$ cat config.mk
export PLATFORM = sky130hd
export DESIGN_NAME = w3d_mmio_arbiter
export DESIGN_NICKNAME = d
export VERILOG_FILES = /design/src/rtl/w3d_mmio_arb_pkg.sv /design/src/rtl/w3d_rr_pick.sv /design/src/rtl/w3d_mmio_arbiter.sv
export SDC_FILE = /design/constraint.sdc
export NUM_CORES = 1
export LEC_CHECK = 0
export ABC_AREA = 0
export BUFFER_PORTS_ARGS = -buffer_cell sky130_fd_sc_hd__buf_2
export CORE_AREA = 2 2 155 157
export CTS_CLUSTER_DIAMETER = 30
export DETAILED_ROUTE_END_ITERATION = 10
export DIE_AREA = 0 0 157 159
export PLACE_DENSITY_LB_ADDON = 0.2
export SLEW_MARGIN = 20
export SYNTH_ARGS = -nofsm -noshare
export SYNTH_HDL_FRONTEND = slang
export SYNTH_SLANG_ARGS = --single-unit
$ cat constraint.sdc
create_clock -name clk -period 2.36 [get_ports clk]
set_clock_uncertainty 0.05 [all_clocks]
set_input_delay 0.118 -clock clk [delete_from_list [all_inputs] [get_ports clk]]
set_output_delay 0.118 -clock clk [all_outputs]
set_load 0.01 [all_outputs]
$ cat src/rtl/w3d_mmio_arb_pkg.sv
// Shared types for the MMIO arbiter: FSM state encodings, grant index type
// and the round-robin pointer advance.
package w3d_mmio_arb_pkg;

    localparam int ARB_N_MAX = 8;

    typedef logic [$clog2(ARB_N_MAX)-1:0] gnt_idx_t;

    typedef enum logic [1:0] {
        W_IDLE = 2'd0,
        W_ADDR = 2'd1,
        W_RESP = 2'd2
    } wr_state_t;

    typedef enum logic [1:0] {
        R_IDLE = 2'd0,
        R_ADDR = 2'd1,
        R_DATA = 2'd2
    } rd_state_t;

    function automatic gnt_idx_t rr_next(input gnt_idx_t g, input int n);
        if (int'(g) >= n - 1) return '0;
        return g + gnt_idx_t'(1);
    endfunction

endpackage

$ cat src/rtl/w3d_rr_pick.sv
// Combinational round-robin picker: first set request at or after ptr,
// wrapping to the lowest index.
module w3d_rr_pick
    import w3d_mmio_arb_pkg::*;
#(
    parameter int N = 2
) (
    input  logic [N-1:0] req,
    input  gnt_idx_t     ptr,
    output gnt_idx_t     gnt,
    output logic         any
);

    logic found;

    always_comb begin
        gnt   = '0;
        found = 1'b0;
        // Upper segment [ptr..N-1] has priority over the wrapped segment [0..ptr-1].
        for (int j = 0; j < N; j++) begin
            if (!found && (j >= int'(ptr)) && req[j]) begin
                gnt   = gnt_idx_t'(j);
                found = 1'b1;
            end
        end
        for (int j = 0; j < N; j++) begin
            if (!found && (j < int'(ptr)) && req[j]) begin
                gnt   = gnt_idx_t'(j);
                found = 1'b1;
            end
        end
    end

    assign any = |req;

endmodule

$ cat src/rtl/w3d_mmio_arbiter.sv
// N-to-1 AXI4-Lite MMIO arbiter with independent round-robin read and write
// paths, one outstanding transaction each, channels passed through combinationally.
module w3d_mmio_arbiter
    import w3d_mmio_arb_pkg::*;
#(
    parameter int N      = 2,
    parameter int ADDR_W = 32,
    parameter int DATA_W = 32
) (
    input  logic                clk,
    input  logic                srst,
    input  logic [N-1:0]        s_awvalid,
    output logic [N-1:0]        s_awready,
    input  logic [N*ADDR_W-1:0] s_awaddr,
    input  logic [N-1:0]        s_wvalid,
    output logic [N-1:0]        s_wready,
    input  logic [N*DATA_W-1:0] s_wdata,
    output logic [N-1:0]        s_bvalid,
    input  logic [N-1:0]        s_bready,
    input  logic [N-1:0]        s_arvalid,
    output logic [N-1:0]        s_arready,
    input  logic [N*ADDR_W-1:0] s_araddr,
    output logic [N-1:0]        s_rvalid,
    input  logic [N-1:0]        s_rready,
    output logic [DATA_W-1:0]   s_rdata,
    output logic                mmio_awvalid,
    input  logic                mmio_awready,
    output logic [ADDR_W-1:0]   mmio_awaddr,
    output logic                mmio_wvalid,
    input  logic                mmio_wready,
    output logic [DATA_W-1:0]   mmio_wdata,
    input  logic                mmio_bvalid,
    output logic                mmio_bready,
    output logic                mmio_arvalid,
    input  logic                mmio_arready,
    output logic [ADDR_W-1:0]   mmio_araddr,
    input  logic                mmio_rvalid,
    output logic                mmio_rready,
    input  logic [DATA_W-1:0]   mmio_rdata,
    output wr_state_t           dbg_wr_state,
    output rd_state_t           dbg_rd_state,
    output gnt_idx_t            dbg_wgnt,
    output gnt_idx_t            dbg_rgnt,
    output gnt_idx_t            dbg_wptr,
    output gnt_idx_t            dbg_rptr
);

    wr_state_t    w_state;
    rd_state_t    r_state;
    gnt_idx_t     wgnt, rgnt, wptr, rptr, w_pick, r_pick;
    logic         w_any, r_any, aw_done, w_done;
    logic [N-1:0] wsel, rsel;
    logic         in_waddr, in_wresp, in_raddr, in_rdata;
    logic         aw_hs, w_hs, b_hs, ar_hs, r_hs;

    w3d_rr_pick #(.N(N)) u_wr_pick (.req(s_awvalid), .ptr(wptr), .gnt(w_pick), .any(w_any));
    w3d_rr_pick #(.N(N)) u_rd_pick (.req(s_arvalid), .ptr(rptr), .gnt(r_pick), .any(r_any));

    assign wsel     = {{(N-1){1'b0}}, 1'b1} << wgnt;
    assign rsel     = {{(N-1){1'b0}}, 1'b1} << rgnt;
    assign in_waddr = !srst && (w_state == W_ADDR);
    assign in_wresp = !srst && (w_state == W_RESP);
    assign in_raddr = !srst && (r_state == R_ADDR);
    assign in_rdata = !srst && (r_state == R_DATA);

    // Every channel transfers on the cycle where valid and ready are both high;
    // only the granted requester's lane is connected, all others read 0.
    assign mmio_awvalid = in_waddr && |(s_awvalid & wsel) && !aw_done;
    assign s_awready    = wsel & {N{in_waddr && mmio_awready && !aw_done}};
    assign mmio_wvalid  = in_waddr && |(s_wvalid & wsel) && !w_done;
    assign s_wready     = wsel & {N{in_waddr && mmio_wready && !w_done}};
    assign mmio_bready  = in_wresp && |(s_bready & wsel);
    assign s_bvalid     = wsel & {N{in_wresp && mmio_bvalid}};
    assign mmio_arvalid = in_raddr && |(s_arvalid & rsel);
    assign s_arready    = rsel & {N{in_raddr && mmio_arready}};
    assign mmio_rready  = in_rdata && |(s_rready & rsel);
    assign s_rvalid     = rsel & {N{in_rdata && mmio_rvalid}};
    assign s_rdata      = mmio_rdata;

    assign aw_hs = mmio_awvalid && mmio_awready;
    assign w_hs  = mmio_wvalid && mmio_wready;
    assign b_hs  = mmio_bvalid && mmio_bready;
    assign ar_hs = mmio_arvalid && mmio_arready;
    assign r_hs  = mmio_rvalid && mmio_rready;

    always_comb begin
        mmio_awaddr = '0;
        mmio_wdata  = '0;
        mmio_araddr = '0;
        for (int i = 0; i < N; i++) begin
            if (wgnt == gnt_idx_t'(i)) begin
                mmio_awaddr = s_awaddr[i*ADDR_W +: ADDR_W];
                mmio_wdata  = s_wdata[i*DATA_W +: DATA_W];
            end
            if (rgnt == gnt_idx_t'(i)) mmio_araddr = s_araddr[i*ADDR_W +: ADDR_W];
        end
    end

    always_ff @(posedge clk) begin
        if (srst) begin
            w_state <= W_IDLE;
            wgnt    <= '0;
            wptr    <= '0;
            aw_done <= 1'b0;
            w_done  <= 1'b0;
        end else begin
            case (w_state)
                W_IDLE: if (w_any) begin
                    wgnt    <= w_pick;
                    w_state <= W_ADDR;
                end
                W_ADDR: begin
                    if (aw_hs) aw_done <= 1'b1;
                    if (w_hs) w_done <= 1'b1;
                    // AW and W may finish in either order or in the same cycle.
                    if ((aw_done || aw_hs) && (w_done || w_hs)) w_state <= W_RESP;
                end
                W_RESP: if (b_hs) begin
                    wptr    <= rr_next(wgnt, N);
                    aw_done <= 1'b0;
                    w_done  <= 1'b0;
                    w_state <= W_IDLE;
                end
                default: w_state <= W_IDLE;
            endcase
        end
    end

    always_ff @(posedge clk) begin
        if (srst) begin
            r_state <= R_IDLE;
            rgnt    <= '0;
            rptr    <= '0;
        end else begin
            case (r_state)
                R_IDLE: if (r_any) begin
                    rgnt    <= r_pick;
                    r_state <= R_ADDR;
                end
                R_ADDR: if (ar_hs) r_state <= R_DATA;
                R_DATA: if (r_hs) begin
                    rptr    <= rr_next(rgnt, N);
                    r_state <= R_IDLE;
                end
                default: r_state <= R_IDLE;
            endcase
        end
    end

    assign dbg_wr_state = w_state;
    assign dbg_rd_state = r_state;
    assign dbg_wgnt     = wgnt;
    assign dbg_rgnt     = rgnt;
    assign dbg_wptr     = wptr;
    assign dbg_rptr     = rptr;

endmodule

======== Word level (Yosys, flattened, before mapping) ========
Index checks and enable logic that the tools add are counted.
word-level totals
  logic and storage cells ................. 158
  flip-flop bits (word level) ............. 18
  bits of input ports ..................... 241
operators by class
  order comparisons ....................... 10
  bitwise operators ....................... 10
  equality and inequality tests ........... 14
  mux-type cells .......................... 43
  $add $sub $neg .......................... 2
  reductions and logical operators ........ 69
  shift-type cells ........................ 2
operators by type and width
  operator             count
  $mux 32              6
  $logic_and 1x1->1    38
  $mux 1               23
  $and 2x2->2          10
  $reduce_or 2->1      7
  $ge 1x3->1 const A   4
  $lt 1x3->1 const A   4
  $mux 2               6
  $mux 3               4
  $ne 2x2->1 const B   6
  $pmux 2 s3           2
  $reduce_and 3->1     4
  $logic_not 1->1      9
  $reduce_and 2->1     4
  $add 3x1->3 const B  2
  $eq 3x1->1 const B   2
  $ge 3x1->1 const B   2
  $logic_not 3->1      2
  $shl 1x3->2 const A  2
  $eq 2x1->1 const B   2
  $eq 2x2->1 const B   2
  $logic_not 2->1      2
  $ne 2x1->1 const B   2
  $pmux 1 s2           2
  other kinds (2)      3

======== Longest topological paths before layout ========
Gate-level depths: netlist (run 1).
  word-level depth ........................ 15
  depth in mapped cells ................... 5

======== Hierarchy ========
A second synthesis (run 1) with hierarchy kept.
unflattened totals
  cell total of the unflattened synthesis .. 295
  area total of the unflattened synthesis .. 2337.2 um^2
modules (own cells, without submodules)
  module            instances  cells an instance  area an instance (um^2)  sequential area each (um^2)
  w3d_mmio_arbiter  1          283                2254.7                   360.3
  w3d_rr_pick       2          6                  41.3                     0.0

======== Worst setup path after synthesis (run 1) ========
OpenSTA, ideal clock, no wires.
  path kind ............................... reg-to-output
  start ................................... reg wgnt[0], in the netlist dbg_wgnt[0]
  end ..................................... out mmio_awaddr[10]
  path buffers ............................ 3
  path slack .............................. 0.839 ns
  stages on the path, launching flop included .. 5
  data arrival time ....................... 1.353 ns
  data required time ...................... 2.192 ns
  path through ............................ dfxtp_1 > buf_2 > buf_2 > buf_2 > mux2_2
on the way
  longest elaborated chain between the ends .. 3
RTL lines
  item                    RTL line                 text
  from (decl)             w3d_mmio_arbiter.sv:50   gnt_idx_t wgnt, rgnt, wptr, rptr, w_pick, r_pick;
  from (signal assigned)  w3d_mmio_arbiter.sv:109  wgnt <= w_pick;
  $logic_not 3->1         w3d_mmio_arbiter.sv:91   if (wgnt == gnt_idx_t'(i)) begin
  $mux 32                 w3d_mmio_arbiter.sv:91
  $mux 32 (*)             w3d_mmio_arbiter.sv:91
  to (decl)               w3d_mmio_arbiter.sv:28   output logic [ADDR_W-1:0] mmio_awaddr,
Every way passes the cells marked *; elsewhere a longest branch is shown, timed or not.

======== Final worst setup path (run 1) ========
  start ................................... reg wgnt[0], in the netlist dbg_wgnt[0]
  end ..................................... out mmio_awaddr[29]
Same word-level chain as after synthesis.

==> impl_results.md, run 1 <==
* Status: complete, no violations
* Nets at between 700 and 800
* Synth warnings at 0
* Final setup TNS at 0 ns
* Via/cell ratio at approximately 3.3
* Area grow syn2layout at 86.6%
* # setup viols final at 0
* R2R setup slack at between 0.6 and 0.7 ns
* Area of the core at 23200 µm²
* Die W at ~160 µm
* CTS resizes at 0
* Hold WC Path Type: in2reg
* Post-DRT Antenna Nets at 0
* Pins Over Slew Limit at 0
* Sequential share of the synthesized area at 9.59%
* # diodes at 0
* Placed cell count at 830
* Finished Core Util at 16.8%
* Worst-case reg-to-reg path depth at 4
* Max-slew headroom at between 60% and 70%
* Die Height at 159 µm
* Worst setup SP type: flip-flop
* GRT Total Usage at between 8 and 9%
* Max Cap Violations at 0
* Largest fanout on the critical path at 50
* Final hold vios at 0
* Slew @ Worst Pin at 0.504 ns
* CTS Buf Count at 3
* Critical Path AT at 1.69 ns
* CTS root buffer: clkbuf_16
* Syn Inst Count at around 230
* Pwr Total at 1.24 mW
* Syn Std Cell Area at 2090 µm²
* Gpl congestion at approximately 0.7
* Pre-CTS WS at between 0.7 and 0.8 ns
* EDFF count, synth at 0
* Starting density of the core at under 10%
* # DRC at 0
* Fin cells at around 830
* Num rows at 56
* Static Leak at 2.01 nW
* First-pass GRT wire length at between 15000 and 20000 µm
* Worst-Skew Late Latency at approximately 0.24 ns
* Share of the synthesized area in the top cell type at 52.8%
* Synth area leaders: mux2_2 (53%), buf_4 (14%), dfxtp_1 (9.6%)
* Clk slew on worst S/H paths at roughly 0.04 ns
* Critical Path Sink Type: output pin
* HPWL Detailed at between 10000 and 15000 µm
* Fin crit share at about four fifths
* Boundary Pins at 400
* Asr flop ratio synth at 0%
* Top_reg_cell synth: dfxtp_1
* Sink Count at 10
* Critical path class: reg2out
* Syn avg cell area at ~9.1 µm²
* Die ar. at about 25000 µm²
* Antenna violations before repair at 3
* Largest net degree at the start of global routing at between 50 and 60
* Synth cell types at 33
* Global route overflow at 0
* Max IR drop VDD at just over 0.2 mV
* WHS Path Cells at 3
* Setup ws final at 0.497 ns
* Vias post-DR at between 2000 and 3000
* DR WL/cell at approximately 14 µm
* Critical Path RT at 2.19 ns
* Fmax at between 0.5 and 0.6 GHz
* Yosys top cell by area: mux2_2
* Pwr Density at 319 nW/µm²
* Tmin final at approximately 1.9 ns
* Number of port buffers at ~330
* #FFs+latches synth at 10
* Setup Fix Bufs, Post-CTS at 0
* Clock Tree Buf Depth at 2
* Iteration-0 DRC Markers at 40
* CTS tree: done
* DR pass1 iterations at 4
* Post-Route WL at ~12000 µm
* Share of layout cells above drive strength 1 at 84.7%
* Number of hold buffers added after cts at 0
* Vias in the first global route at between 2000 and 3000
* RSZ-0062 raised after global routing: no
* # H-tree levels at 1
worst paths after layout:
kind                                      start               to
worst max-delay path                dbg_wgnt[0]  mmio_awaddr[29]
worst min-delay path                s_bready[0]      dbg_wptr[0]
worst max register to register  dbg_wr_state[0]  dbg_wr_state[0]
worst min register to register  dbg_rd_state[0]  dbg_rd_state[0]
per-stage QoR:
step	area [µm²]	hold slack [ns]
floorplan	2110	0.207
global placement	3810	0.186
detailed placement	3810	0.186
CTS	3900	0.0910
global route	3900	0.121
finish	3900	0.0911
power by group:
| part | internal, mW | leakage (nW) | switching, mW |
|---|---|---|---|
| registers | 0.182 | 0.0826 | 0.0260 |
| logic | 0.390 | 1.88 | 0.309 |
| clock network | 0.255 | 0.0442 | 0.0804 |
| total | 0.826 | 2.01 | 0.415 |
flip-flops by register name, summed over array words and instances (netlist names):
| signal | flops |
|---|---|
| dbg_rgnt | 1 |
| dbg_rptr | 1 |
| w_done | 1 |
| dbg_wgnt | 1 |
| aw_done | 1 |
| dbg_wptr | 1 |
| dbg_wr_state | 2 |
| dbg_rd_state | 2 |
worst max-delay path, cell delays in order, from the launching register on:
cell and delay (ns):
dfxtp_4 0.56, buf_12 0.31, mux2_2 0.41, buf_2 0.15
cell usage after synthesis (2+ instances only):
library cell	n
nor2b_1	2
mux2i_1	5
o21ai_0	2
o22ai_1	2
dfxtp_1	10
buf_4	40
inv_1	4
nor2_1	18
nor3_1	2
mux2_2	98
a2bb2oi_1	2
and2_1	2
buf_2	11
a32oi_1	2
nand2_1	6
and3_1	4
a21oi_1	3
kinds of logic (layout without fill, tap and decap cells):
| kind of cell | count (synthesis) | after routing | synth area share, % |
|---|---|---|---|
| AO/OA/AOI/OAI | 14 | 14 | 4.85 |
| buffers and inverters | 58 | 337 | 18.6 |
| multiplexers | 103 | 103 | 55.2 |
| AND/OR/NAND/NOR | 43 | 43 | 11.5 |
| flip-flops | 10 | 10 | 9.59 |
| other | 1 | 8 | 0.180 |
routing by layer:
metal	share of wire (%)	vias to the layer above	global-route usage, %
met5	0	-	0
met4	1.6	0	1.25
met3	9.5	16	2.45
met2	55	188	17.5
met1	33	1236	7.86
li1	-	1337	-
cell usage in the layout, fill, tap and decap left out, types with 2 or more instances in the layout:
| cell type | Yosys | final |
|---|---|---|
| o22ai_1 | 2 | 2 |
| o21ai_0 | 2 | 2 |
| mux2_2 | 98 | 98 |
| nor2_1 | 18 | 18 |
| a2bb2oi_1 | 2 | 2 |
| and3_1 | 4 | 4 |
| buf_2 | 11 | 327 |
| dfxtp_1 | 10 | 9 |
| nor3_1 | 2 | 2 |
| mux2i_1 | 5 | 5 |
| and2_1 | 2 | 2 |
| inv_1 | 4 | 4 |
| clkbuf_16 | 0 | 3 |
| nand2_1 | 6 | 6 |
| a32oi_1 | 2 | 2 |
| a21oi_1 | 3 | 3 |
| nor2b_1 | 2 | 2 |
| conb_1 | 1 | 8 |
final cells by class:
cell class              count  area (µm²)
clock buffers               4        88.8
fillers                  2658       19300
inverters                   4        15.0
multi-input cells         168        1530
flip-flops and latches     10         204
well taps                 319         399
repair buffers            329        1660
Power figures use the tool's default switching activity.
==> run 2: changes to the inputs <==
--- a/config.mk
+++ b/config.mk
@@ -5,12 +5,12 @@
 export SDC_FILE = /design/constraint.sdc
 export NUM_CORES = 1
 export LEC_CHECK = 0
-export ABC_AREA = 0
+export ABC_AREA = 1
 export BUFFER_PORTS_ARGS = -buffer_cell sky130_fd_sc_hd__buf_2
-export CORE_AREA = 2 2 155 157
+export CORE_AREA = 2 2 156 158
 export CTS_CLUSTER_DIAMETER = 30
 export DETAILED_ROUTE_END_ITERATION = 10
-export DIE_AREA = 0 0 157 159
+export DIE_AREA = 0 0 158 160
 export PLACE_DENSITY_LB_ADDON = 0.2
 export SLEW_MARGIN = 20
 export SYNTH_ARGS = -nofsm -noshare
==> constraint.sdc (replaced) <==
create_clock -name clk -period 1.9 [get_ports clk]
set_clock_uncertainty 0.05 [all_clocks]
set_input_delay 0.095 -clock clk [delete_from_list [all_inputs] [get_ports clk]]
set_output_delay 0.095 -clock clk [all_outputs]
set_load 0.01 [all_outputs]
==> run 2 against run 1 <==
Against the previous run: clock-buffer cell count is the same; final area grew 2.4%; non-clock buffer count grew 5; setup slack lost 0.096 ns; critical path depth grew 2; total power grew 24%; synthesized cell count grew 100%; synthesized area grew 3.8%; largest cell class unchanged; highest routed layer unchanged.
==> impl_results.md, run 2 <==
* Tmin final at between 1 and 1.5 ns
* # diodes at 0 (unchanged)
* Antenna violations before repair at 2 (was 3)
* Sequential share of the synthesized area at 9.23% (was 9.59%)
* Seq pwr share at 15.4% (was 16.7%)
* Most frequent cells in the layout: buf_2 (327), nand2_1 (316), nor2_1 (15) (was buf_2 (327), mux2_2 (98), nor2_1 (18))
* # H-tree levels at 1 (unchanged)
* Switch share at 39.2% (was 33.4%)
* Internal at 0.938 mW (was 0.826 mW)
* Vias in the first global route at 3361 (was 2716)
* Max Cap Violations at 0 (unchanged)
* First-pass GRT wire length at 17500 µm (was 16000 µm)
* Clk slew on worst S/H paths at 0.04 ns (about the same)
* Nets at 985 (was 757)
* Die W at 158 µm (was 157 µm)
* Post-DRT Antenna Nets at 0 (unchanged)
* EDFF count, synth at 0 (unchanged)
* DR pass1 iterations at 4 (unchanged)
* # setup viols final at 0 (unchanged)
* CTS Buf Count at 3 (unchanged)
* Final hold vios at 0 (unchanged)
* Routing usage on met1 at 10.2% (was 7.86%)
* Gr busiest metal: met2 (unchanged)
* Worst setup SP type: flip-flop (unchanged)
* Gpl congestion at 0.771 (was 0.703)
* Area of the core at 23800 µm² (was 23200 µm²)
* Die ar. at 25300 µm² (was 25000 µm²)
* Yosys top cell by area: nand2_1 (was mux2_2)
* M3 GR Usage at 1.17% (was 2.45%)
* Largest fanout on the critical path at 25 (was 50)
* Setup Fix Bufs, Post-CTS at 0 (unchanged)
* Clock Tree Buf Depth at 2 (unchanged)
* Finished Core Util at 16.8% (about the same)
* Via/cell ratio at 3.33 (about the same)
* Area grow syn2layout at 84.1% (was 86.6%)
* Syn avg cell area at 4.70 µm² (was 9.12 µm²)
* Critical path class: reg2out (unchanged)
* Syn Std Cell Area at 2170 µm² (was 2090 µm²)
* Top_reg_cell synth: dfxtp_1 (unchanged)
* #FFs+latches synth at 10 (unchanged)
* Pwr Density at 387 nW/µm² (was 319 nW/µm²)
* HPWL Detailed at 10200 µm (was 10500 µm)
* Critical Path Sink Type: output pin (unchanged)
* Num rows at 57 (was 56)
* Synth cell types at 27 (was 33)
* Synth cell count leaders: nand2_1 (316), buf_4 (41), nor2_1 (15) (was mux2_2 (98), buf_4 (40), nor2_1 (18))
* CTS root buffer: clkbuf_16 (unchanged)
* Worst-Skew Late Latency at 0.24 ns (about the same)
* Synth warnings at 0 (unchanged)
* Starting density of the core at 9.10% (was 9.00%)
* RSZ-0062 raised after global routing: no (unchanged)
* Synth area leaders: nand2_1 (55%), buf_4 (14%), dfxtp_1 (9.2%) (was mux2_2 (53%), buf_4 (14%), dfxtp_1 (9.6%))
* Pre-CTS WS at 0.624 ns (was 0.704 ns)
* CTS resizes at 0 (unchanged)
* Pins Over Slew Limit at 0 (unchanged)
* Most common cell in the synthesized netlist: nand2_1 (was mux2_2)
* Largest net degree at the start of global routing at 67 (was 51)
* Clock power share at 27.8% (was 27.0%)
* Switching power at 0.605 mW (was 0.415 mW)
* Max IR drop VDD at 0.229 mV (was 0.203 mV)
* Fmax at 0.667 GHz
* Worst hold margin at 0.0839 ns (was 0.0911 ns)
* Pwr Total at 1.54 mW (was 1.24 mW)
* Number of port buffers at 327 (unchanged)
* Sink Count at 10 (unchanged)
* Static Leak at 2.56 nW (was 2.01 nW)
* Final setup TNS at 0 ns (unchanged)
* Boundary Pins at 400 (unchanged)
* Critical Path AT at 1.35 ns (was 1.69 ns)
* Vias post-DR at 3548 (was 2777)
* Share of layout cells above drive strength 1 at 47.1% (was 84.7%)
* Share of the synthesized area in the top cell type at 54.7% (was 52.8%)
* CTS tree: done (unchanged)
* Asr flop ratio synth at 0% (unchanged)
* Routing usage on met2 at 16.7% (was 17.5%)
* GRT Total Usage at 8.70% (was 8.36%)
* # DRC at 0 (unchanged)
* DR WL/cell at 11.2 µm (was 14.0 µm)
* Fin crit share at 78.9%
* Gate power share at 56.7% (was 56.3%)
* Commonest non-fill, non-tap cell in the layout: buf_2 (unchanged)
* Post-Route WL at 11900 µm (was 11700 µm)
* Status: complete, no violations (unchanged)
* Syn Inst Count at 461 (was 229)
* Setup ws final at 0.401 ns (was 0.497 ns)
* Critical Path RT at 1.75 ns (was 2.19 ns)
* Global route overflow at 0 (unchanged)
* Number of hold buffers added after cts at 0 (unchanged)
* Iteration-0 DRC Markers at 122 (was 40)
* Hold WC Path Type: in2reg (unchanged)
* Die Height at 160 µm (was 159 µm)
-- run 2: cell types whose count changed in the layout (fill, tap and decap cells not counted), sizes merged, moves of 3 or more --
cell / previous run / this run
nand2: 6 / 317
mux2: 98 / 0
inv: 4 / 18
nand3: 1 / 9
a21oi: 3 / 9
buf: 329 / 334
mux2i: 5 / 0
o21ai: 2 / 6
and3: 4 / 1
nand4: 0 / 3
nor3b: 3 / 0
o22ai: 3 / 0
-- run 2: area by class of cell --
| type | count | area [µm²] |
|---|---|---|
| clock buffers | 4 | 88.8 |
| well taps | 324 | 405 |
| multi-input cells | 377 | 1510 |
| flip-flops and latches | 10 | 201 |
| repair buffers | 334 | 1710 |
| inverters | 18 | 72.6 |
| fillers | 2893 | 19800 |
-- run 2: power by group through the flow --
| stage | Combinational, mW | Clock, mW | Sequential (mW) |
|---|---|---|---|
| 2_1_floorplan | 0.495 | 0 | 0.240 |
| 3_3_place_gp | 0.899 | 0 | 0.243 |
| 3_5_place_dp | 0.890 | 0 | 0.242 |
| 4_1_cts | 0.893 | 0.444 | 0.239 |
| 5_1_grt | 0.991 | 0.453 | 0.241 |
| 6_report | 0.875 | 0.429 | 0.238 |
-- run 2: path summary, 6_finish.rpt --
path                                      start               to  slack (ns)  cells after the start
worst max-delay path                dbg_rgnt[0]  mmio_araddr[16]        0.40                      5
worst min-delay path                s_bready[0]      dbg_wptr[0]        0.08                      3
worst max register to register  dbg_wr_state[0]  dbg_wr_state[0]        0.65                      7
worst min register to register      dbg_rptr[0]      dbg_rptr[0]        0.43                      2
-- run 2: logic make-up (layout without fill, tap and decap cells) --
group / after synthesis / after routing / share of synthesized area (%)
flops: 10 / 10 / 9.23
simple gates: 352 / 352 / 63.5
other cells: 1 / 8 / 0.173
buf+inv: 81 / 356 / 22.4
compound gates: 17 / 17 / 4.67
-- run 2: per-layer routing --
metal	wire [µm]	vias up
li1	-	1899
met1	4950	1511
met2	6310	126
met3	598	12
met4	89	0
met5	0	-
-- run 2: worst max-delay path: stages (launching register included) --
cell	delay, ns
dfxtp_1	0.33
buf_4	0.20
buf_4	0.29
nand2_1	0.09
nand2_1	0.07
buf_2	0.12
-- run 2: stage by stage --
stage / cells / area (µm²)
2_1_floorplan: 468 / 2190
5_1_grt: 1067 / 3990
6_report: 1067 / 3990
3_5_place_dp: 1063 / 3900
4_1_cts: 1067 / 3990
3_3_place_gp: 1063 / 3900
==> run 3: changes to the inputs <==
==> constraint.sdc (replaced) <==
create_clock -name clk -period 1.5 [get_ports clk]
set_clock_uncertainty 0.05 [all_clocks]
set_input_delay 0.075 -clock clk [delete_from_list [all_inputs] [get_ports clk]]
set_output_delay 0.075 -clock clk [all_outputs]
set_load 0.01 [all_outputs]
==> run 3 against run 2 <==
Against the previous run: routed wire length up 3.9%; worst hold slack worse by 0.020 ns; die area unchanged; first-iteration DRC count down 27%; utilization up 0.41 points; largest cell class unchanged; sequential share of layout area about the same; final area up 2.5%; clock-buffer cell count unchanged; sequential cell count unchanged; non-clock buffer count up 3; sequential power up 29%; via count up 2.0%.
==> impl_results.md, run 3 (same netlist as run 2, synthesis figures left out) <==
* Critical path class: reg2out (unchanged)
* CTS root buffer: clkbuf_16 (unchanged)
* Nets at 988 (was 985)
* Status: complete, no violations (unchanged)
* Clk slew on worst S/H paths at 0.04 ns (about the same)
* Setup Fix Bufs, Post-CTS at 0 (unchanged)
* Antenna violations before repair at 2 (unchanged)
* CTS tree: done (unchanged)
* Die Height at 160 µm (unchanged)
* Commonest non-fill, non-tap cell in the layout: buf_2 (unchanged)
* Gpl congestion at 0.742 (was 0.771)
* Fmax at 0.699 GHz
* Post-Route WL at 12400 µm (was 11900 µm)
* First-pass GRT wire length at 17500 µm (about the same)
* Num rows at 57 (unchanged)
* Static Leak at 2.60 nW (was 2.56 nW)
* # DRC at 0 (unchanged)
* Critical Path AT at 1.31 ns (was 1.35 ns)
* Iteration-0 DRC Markers at 89 (was 122)
* Largest fanout on the critical path at 27 (was 25)
* Share of layout cells above drive strength 1 at 47.9% (was 47.1%)
* Final hold vios at 0 (unchanged)
* Sink Count at 10 (unchanged)
* Worst setup SP type: flip-flop (unchanged)
* Boundary Pins at 400 (unchanged)
* Pwr Total at 1.98 mW (was 1.54 mW)
* Via/cell ratio at 3.38 (was 3.33)
* HPWL Detailed at 10100 µm (was 10200 µm)
* Area grow syn2layout at 88.6% (was 84.1%)
* Metal3 WL at 793 µm (was 598 µm)
* Max Cap Violations at 0 (unchanged)
* Tmin final at about 1.4 ns
* Most frequent cells in the layout: buf_2 (326), nand2_1 (316), inv_1 (14) (was buf_2 (327), nand2_1 (316), nor2_1 (15))
* Clock Tree Buf Depth at 2 (unchanged)
* M1 WL at 5010 µm (was 4950 µm)
* GRT Total Usage at 8.68% (was 8.70%)
* Fin crit share at between 90% and 100%
* DR WL/cell at 11.6 µm (was 11.2 µm)
* Area of the core at 23800 µm² (unchanged)
* Number of port buffers at 327 (unchanged)
* # diodes at 0 (unchanged)
* Die W at 158 µm (unchanged)
* # setup viols final at 0 (unchanged)
* Die ar. at 25300 µm² (unchanged)
* Uppermost routed layer: met4 (unchanged)
* Pwr Density at 484 nW/µm² (was 387 nW/µm²)
* DR pass1 iterations at 4 (unchanged)
* Final setup TNS at 0 ns (unchanged)
* Pre-CTS WS at 0.235 ns (was 0.624 ns)
* Pins Over Slew Limit at 0 (unchanged)
* Global route overflow at 0 (unchanged)
* # H-tree levels at 1 (unchanged)
* Max IR drop VDD at 0.210 mV (was 0.229 mV)
* Hold WC Path Type: in2reg (unchanged)
* Critical Path Sink Type: output pin (unchanged)
* Metal2 WL at 6460 µm (was 6310 µm)
* Critical Path RT at 1.37 ns (was 1.75 ns)
* CTS Buf Count at 3 (unchanged)
* Setup ws final at 0.0686 ns (was 0.401 ns)
* Vias post-DR at 3619 (was 3548)
* Starting density of the core at 9.10% (unchanged)
* Largest net degree at the start of global routing at 55 (was 67)
* Post-DRT Antenna Nets at 0 (unchanged)
* Vias in the first global route at 3317 (was 3361)
* Worst-Skew Late Latency at 0.23 ns (was 0.24 ns)
run 3: cell types whose count changed in the layout (fill, tap and decap cells not counted), sizes merged:
cell    before  now
buf        334  336
clkbuf       4    5
run 3: metrics by stage:
stage	hold WS, ns	util [%]	area, µm²	instances
final	0.0635	17.2	4090	1070
after global routing	0.0816	17.2	4090	1070
after CTS	0.0708	16.9	4030	1069
after detailed placement	0.100	16.4	3910	1064
after global placement	0.100	16.4	3910	1064
after floorplan	0.168	-	2190	468
run 3: routing by layer:
metal	track usage, %	vias up
met5	0	-
met4	1.72	0
met3	1.33	16
met2	16.5	147
met1	10.1	1545
li1	-	1911
run 3: critical path, stage by stage (launching register included):
cell,delay [ns]
dfxtp_4,0.48
inv_8,0.08
buf_16,0.17
nand2_1,0.08
nand2_1,0.09
buf_2,0.16
run 3: area by class of cell:
class,count,area (µm²)
well taps,324,405
flip-flops and latches,10,205
fillers,2881,19700
multi-input cells,377,1520
clock buffers,4,88.8
inverters,18,75.1
repair buffers,337,1790
run 3: power by group:
| group | leakage (nW) | internal (mW) | switching, mW | total (mW) |
|---|---|---|---|---|
| sequential | 0.0829 | 0.281 | 0.0256 | 0.307 |
| clock | 0.0442 | 0.401 | 0.124 | 0.525 |
| combinational | 2.47 | 0.528 | 0.618 | 1.15 |
| total | 2.60 | 1.21 | 0.768 | 1.98 |
run 3: path summary, 6_finish.rpt:
check	from	end	slack (ns)	cells past startpoint
min reg2reg	dbg_rptr[0]	dbg_rptr[0]	0.45	2
min	s_bready[0]	dbg_wptr[0]	0.06	3
max	dbg_wgnt[0]	mmio_awaddr[31]	0.07	5
max reg2reg	dbg_wgnt[0]	dbg_wr_state[1]	0.27	7
run 3: repair_timing:
item,CTS,global route
endpoints found under the setup margin,1,37
hold buffers,0,0
cloned,1,1
resized for setup,1,11
pin swaps,0,0
